===== src/rtl/timer_pkg.sv =====
// Shared definitions for the T0 programmable down-counter: FSM state
// encodings, register offsets, mode codes and the CTRL register layout.
package timer_pkg;

   // Counter sequencer states.
   typedef enum logic [1:0] {
      TM_IDLE = 2'b00,
      TM_LOAD = 2'b01,
      TM_CNT  = 2'b10,
      TM_INT  = 2'b11
   } tm_state_e;

   // Register offsets, decoded from addr[3:2].
   localparam logic [1:0] TM_CTRL   = 2'b00;
   localparam logic [1:0] TM_PRESET = 2'b01;
   localparam logic [1:0] TM_COUNT  = 2'b10;

   // Mode field encodings; codes 10/11 behave as one-shot.
   localparam logic [1:0] TM_MODE0 = 2'b00;
   localparam logic [1:0] TM_MODE1 = 2'b01;

   // CTRL[3:0] layout: bit3 IM, bits[2:1] Mode, bit0 Enable.
   typedef struct packed {
      logic       im;
      logic [1:0] mode;
      logic       enable;
   } tm_ctrl_t;

   // Only mode 01 reloads automatically after expiry.
   function automatic logic tm_is_reload(input logic [1:0] mode);
      return mode == TM_MODE1;
   endfunction

endpackage


===== src/rtl/timer_if.sv =====
// Bridge-side bus of the timer slot: word address, write strobe and data,
// combinational read data and the interrupt request toward CP0.
interface timer_if;

   logic [31:2] addr;
   logic        we;
   logic [31:0] din;
   logic [31:0] dout;
   logic        irq;

   // The system bus bridge drives the access and captures read data.
   modport master (
      output addr, we, din,
      input  dout, irq
   );

   // The timer decodes the access and returns data and interrupt.
   modport slave (
      input  addr, we, din,
      output dout, irq
   );

endinterface


===== src/rtl/timer.sv =====
// Memory-mapped 32-bit down-counter with one-shot and auto-reload modes.
// Holds the CTRL/PRESET/COUNT register file, the IDLE/LOAD/CNT/INT
// sequencer and the combinational read mux in one flat module.
module timer
   import timer_pkg::*;
(
   input  logic   clk,
   input  logic   reset,
   timer_if.slave bus
);

   tm_state_e   r_state;
   tm_state_e   w_state_nxt;
   tm_ctrl_t    r_ctrl;
   tm_ctrl_t    w_ctrl_nxt;
   logic [31:0] r_preset;
   logic [31:0] r_count;
   logic [31:0] w_count_nxt;
   logic        r_irq_flag;
   logic        w_irq_flag_nxt;
   logic        w_fsm_flag;
   logic        w_fsm_clr_en;
   logic [1:0]  w_off;
   logic        w_ctrl_wr;
   logic        w_preset_wr;
   logic [31:0] w_dout;
   logic        w_unused_addr;

   // Only addr[3:2] selects a register; the upper word-address bits belong
   // to the bridge's slot decode.
   assign w_off         = bus.addr[3:2];
   assign w_unused_addr = ^bus.addr[31:4];
   assign w_ctrl_wr     = bus.we && (w_off == TM_CTRL);
   assign w_preset_wr   = bus.we && (w_off == TM_PRESET);

   // Sequencer: next state, next COUNT and the FSM's view of the flag.
   always_comb begin
      // NOTE: every output gets a default first so no path can infer a latch.
      w_state_nxt  = r_state;
      w_count_nxt  = r_count;
      w_fsm_flag   = r_irq_flag;
      w_fsm_clr_en = 1'b0;
      case (r_state)
         TM_IDLE: begin
            if (r_ctrl.enable) begin
               w_state_nxt = TM_LOAD;
            end
         end
         TM_LOAD: begin
            // PRESET is sampled from the register, so a write landing on
            // this same edge is picked up only by the next LOAD.
            w_count_nxt = r_preset;
            w_state_nxt = TM_CNT;
         end
         TM_CNT: begin
            if (!r_ctrl.enable) begin
               w_state_nxt = TM_IDLE;
            end else if (r_count > 32'd1) begin
               w_count_nxt = r_count - 32'd1;
            end else begin
               // COUNT of 0 or 1 both expire; the counter never wraps.
               w_count_nxt = '0;
               w_fsm_flag  = 1'b1;
               w_state_nxt = TM_INT;
            end
         end
         TM_INT: begin
            w_state_nxt = TM_IDLE;
            if (tm_is_reload(r_ctrl.mode)) begin
               // Enable stays set, so IDLE re-enters LOAD by itself.
               w_fsm_flag = 1'b0;
            end else begin
               // One-shot: the flag is held until software rewrites CTRL.
               w_fsm_clr_en = 1'b1;
            end
         end
         default: begin
            w_state_nxt = TM_IDLE;
         end
      endcase
   end

   // Merge CPU writes with FSM updates; a CTRL write always wins and clears the flag.
   always_comb begin
      w_ctrl_nxt     = r_ctrl;
      w_irq_flag_nxt = w_fsm_flag;
      if (w_ctrl_wr) begin
         w_ctrl_nxt     = tm_ctrl_t'(bus.din[3:0]);
         w_irq_flag_nxt = 1'b0;
      end else if (w_fsm_clr_en) begin
         w_ctrl_nxt.enable = 1'b0;
      end
   end

   // State and register file, synchronously reset.
   always_ff @(posedge clk) begin
      // NOTE: sequential state uses non-blocking assignments so every register
      // samples pre-edge values regardless of statement order.
      if (reset) begin
         r_state    <= TM_IDLE;
         r_ctrl     <= '0;
         r_preset   <= '0;
         r_count    <= '0;
         r_irq_flag <= 1'b0;
      end else begin
         r_state    <= w_state_nxt;
         r_ctrl     <= w_ctrl_nxt;
         r_count    <= w_count_nxt;
         r_irq_flag <= w_irq_flag_nxt;
         if (w_preset_wr) begin
            r_preset <= bus.din;
         end
      end
   end

   // Zero-latency read mux; the unused offset and CTRL[31:4] read as zero.
   always_comb begin
      w_dout = '0;
      case (w_off)
         TM_CTRL:   w_dout = {28'd0, r_ctrl};
         TM_PRESET: w_dout = r_preset;
         TM_COUNT:  w_dout = r_count;
         default:   w_dout = '0;
      endcase
   end

   assign bus.dout = w_dout;
   assign bus.irq  = r_ctrl.im & r_irq_flag;

endmodule

===== src/flat_wrapper.sv =====
// flat-port wrapper written by rule: the top's interface ports become plain ports
module timer_flat import timer_pkg::*;
  (clk, reset, bus_addr, bus_we, bus_din, bus_dout, bus_irq);
  timer_if bus_i ();
  input  logic clk;
  input  logic reset;
  input wire logic [$bits(bus_i.addr)-1:0] bus_addr;
  input wire logic [$bits(bus_i.we)-1:0] bus_we;
  input wire logic [$bits(bus_i.din)-1:0] bus_din;
  output wire logic [$bits(bus_i.dout)-1:0] bus_dout;
  output wire logic [$bits(bus_i.irq)-1:0] bus_irq;
  assign bus_i.addr = bus_addr;
  assign bus_i.we = bus_we;
  assign bus_i.din = bus_din;
  assign bus_dout = bus_i.dout;
  assign bus_irq = bus_i.irq;
  timer u_core (.clk(clk), .reset(reset), .bus(bus_i));
endmodule

===== config.mk =====
export PLATFORM = sky130hd
export DESIGN_NAME = timer_flat
export DESIGN_NICKNAME = d
export VERILOG_FILES = /design/src/rtl/timer_pkg.sv /design/src/rtl/timer_if.sv /design/src/rtl/timer.sv /design/src/flat_wrapper.sv
export SDC_FILE = /design/constraint.sdc
export NUM_CORES = 1
export LEC_CHECK = 0
export CAP_MARGIN = 20
export CORE_MARGIN = 1
export CORE_UTILIZATION = 35
export CTS_CLUSTER_DIAMETER = 100
export CTS_CLUSTER_SIZE = 24
export DETAILED_ROUTE_END_ITERATION = 8
export GPL_TIMING_DRIVEN = 0
export SYNTH_ARGS = -nofsm -noshare
export SYNTH_HDL_FRONTEND = slang
export SYNTH_SLANG_ARGS = --single-unit

===== constraint.sdc =====
create_clock -name clk -period 3.05 [get_ports clk]
set_input_delay 0.4575 -clock clk [delete_from_list [all_inputs] [get_ports clk]]
set_output_delay 0.4575 -clock clk [all_outputs]
set_load 0.005 [all_outputs]

==> run_results.csv <==
group,metric,value,unit
final_layout,final_core_utilization,0.4675,
clock_tree,cts_setup_buffers,0,
timing,fmax,338.1,MHz
min_path,hold_depth,2,
place,place.gp.congestion,0.9439,
detailed_routing,antenna_left,0,
clock_tree,worstSkewPairLatency,340,ps
floorplanning,die-area,11850,um^2
final_layout,n_fill_cell,1104,
min_path,hold_path.class,"reg2reg",
global_routing,grt_pass1_vias,3938,
final_layout,final_nets,688,
timing,setup_viol,0,
clock_tree,clk_path_buf_depth,2,
timing,hold_slack,469.7,ps
clock_tree,cts.sinks,71,
clock_tree,path_clk_slew,50,ps
final_layout,instances_no_fill,764,
global_routing,overflow,0,
floorplanning,die_h,108.9,um
global_routing,grt_max_degree,11,
timing,rsz0062_at_grt,"no",
logic_synthesis,ys_seq_area_frac,0.3557,
floorplanning,io_pins,98,
floorplanning,num_rows,38,
detailed_routing,drt_iter0_drc,322,
setup_path,r2r_slack,190,ps
clock_tree,htree_levels,3,
timing,period_minus_slack,2958,ps
floorplanning,core,10980,um^2
timing,slew_headroom,0.3952,
logic_synthesis,async_reset_ff_frac,0,
detailed_routing,drt_pass1_iterations,5,
floorplanning,die_w,108.9,um
detailed_routing,vias,4269,
job,maxCapViolations,0,
power_and_ir_drop,p_leak,1.831,nW
detailed_routing,vias_per_cell,5.588,
final_layout,drive_gt1_frac,0.06250,
detailed_routing,routed_wirelength,13.17,mm
setup_path,crit_required,2590,ps
setup_path,crit_arrival,2500,ps
place,post-place-ws,-459.2,ps
timing,period_share,0.9697,
clock_tree,numCtsBuffers,9,
setup_path,critical_path.startpoint,"bus_addr[0]",
setup_path,crit_fanout,10,
detailed_routing,drc,0,
clock_tree,cts_tree,"built",
global_routing,grt_pass1_wl,20.70,mm
timing,slew_viol_final,0,
min_path,hold_end,"u_core.r_preset[29]",
power_and_ir_drop,p_total,2.372,mW
floorplanning,initial_core_util,0.3639,
logic_synthesis,yosysWarnings,0,
logic_synthesis,synth_fp_nets,610,
setup_path,end_kind,"output pin",
timing,worst_pin_slew,905.2,ps
setup_path,crit_type,"in2out",
detailed_routing,wire_per_inst,17.24,um
logic_synthesis,synth_flop_cell,"dfxtp_1",
setup_path,reg2reg_from,"u_core.r_count[5]",
final_layout,diodes,0,
logic_synthesis,synth-seq-cells,71,
logic_synthesis,syn_inst,543,
outcome,outcome,"completed",
power_and_ir_drop,powerDensity,462.0,nW/um^2
place,dp_hpwl,9.409,mm
setup_path,r2r-end,"u_core.r_count[4]",
min_path,holdCritStartpoint,"u_core.r_preset[29]",
setup_path,rr_worst_depth,10,
logic_synthesis,synth.distinct_cells,43,
final_layout,syn_to_final_growth,28.49,%
logic_synthesis,synth_edf_count,0,
timing,hold_violations,0,
timing,setup_slack,92.31,ps
logic_synthesis,avgSynthCellArea,7.360,um^2
global_routing,track_usage,0.2313,
logic_synthesis,syn_area,3996,um^2
power_and_ir_drop,max-vdd-ir-drop,0.3514,mV
global_routing,antenna_found_initial,0,
clock_tree,cts-root-buf,"clkbuf_16",
setup_path,cp-start-kind,"input port",
timing,fin_skew,7.599,ps
place,port_buffers,67,
place,placed_cells,750,
-- timing repair --
item | 4_1_cts | 5_1_grt
gates resized for setup | 9 | 4
pin swaps | 0 | 0
endpoints found under the setup margin | 30 | 22
hold buffers | 0 | 0
-- cell usage after synthesis, types with 3 or more instances --
cell,instances,area share
o41ai_1,3,0.0066
nor4_1,13,0.020
dfxtp_1,71,0.36
or2_2,4,0.0063
inv_1,7,0.0066
mux2i_1,8,0.020
a21oi_1,58,0.073
nand4_1,3,0.0047
o21ai_0,40,0.050
clkbuf_1,38,0.036
a211oi_1,25,0.047
nand2_1,123,0.12
or4_1,8,0.015
nand3_1,8,0.010
xor2_1,6,0.013
o31ai_1,3,0.0056
nor2_1,37,0.035
a22o_1,28,0.061
or3_1,4,0.0063
nand2b_1,4,0.0063
nor2b_1,5,0.0078
nor3_1,12,0.015
buf_6,5,0.014
-- cell families after synthesis --
logic type,Yosys count,synth area share
AO/OA/AOI/OAI,165,0.2589
flip-flops,71,0.3557
AND/OR/NAND/NOR,235,0.2808
multiplexers,8,0.02004
XOR/XNOR,8,0.01753
adder cells (fa/ha/maj),2,0.006261
buffers and inverters,54,0.06074
-- worst max-delay path, cell delays in order --
cell             delay [ps]
clkdlybuf4s50_1         510
nor2b_1                 150
buf_2                   310
buf_2                   330
a22o_1                  220
clkdlybuf4s50_1         510
-- metrics by stage --
stage,instance area [um^2],setup TNS (ps)
2_1_floorplan,3996,0
3_5_place_dp,4842,-10680
5_1_grt,5135,0
3_3_place_gp,4842,-10870
4_1_cts,5121,0
6_report,5135,0
-- worst max-delay path by stage --
stage                              endpoint  slack [ps]  cells after the start
after floorplan           u_core.r_count[0]         520                     11
after global placement         bus_dout[27]        -440                      6
after detailed placement        bus_dout[6]        -460                      6
after CTS                      bus_dout[27]          50                      6
after global routing           bus_dout[28]         0.9                      6
final                          bus_dout[25]          90                      6
-- routing by layer --
metal	global-route usage	vias to the layer above	routed length [um]
li1	-	2087	-
met2	0.3793	137	6162
met4	0.09266	0	346
met5	0	-	0
met3	0.04363	24	629
met1	0.2979	2021	6032
-- where the power goes --
group	internal [mW]	total [mW]	switching (mW)	leakage, nW
clock	0.586	0.985	0.399	0.132
combinational	0.179	0.408	0.228	1.12
sequential	0.953	0.980	0.0263	0.575
-- placed cells by master, fill, tap and decap left out, types with 3 or more instances in the layout --
master and n:
nand2_1 123, dfxtp_1 71, clkdlybuf4s50_1 67, a21oi_1 58, o21ai_0 40, nor2_1 37, clkbuf_1 35, a22o_1 28
a211oi_1 25, nor4_1 12, nor3_1 12, clkbuf_16 9, mux2i_1 8, nand3_1 8, or4_1 8, inv_1 7
xor2_1 6, nor2b_1 5, buf_6 5, buf_2 4, nand2b_1 4, or2_2 4, or3_1 4, clkbuf_4 3
nand4_1 3, o31ai_1 3, o41ai_1 3
-- flip-flops by register name, summed over array words and instances, names as in the netlist --
name	cells
u_core.r_count	32
u_core.r_preset	32
u_core.r_ctrl	4
u_core.r_state	2
u_core.r_irq_flag	1
-- final cells by class --
cell class	instances	area [um^2]	area share
repair buffers	67	670.6	0.1306
flip-flops and latches	71	1421	0.2768
clock buffers	13	260.3	0.05068
inverters	7	26.28	0.005117
plain buffers	47	232.7	0.04532
clock inverters	1	5.005	0.0009747
well taps	140	175.2	0.03411
multi-input cells	418	2344	0.4564
Note: power is estimated with default switching activity, not from simulation.
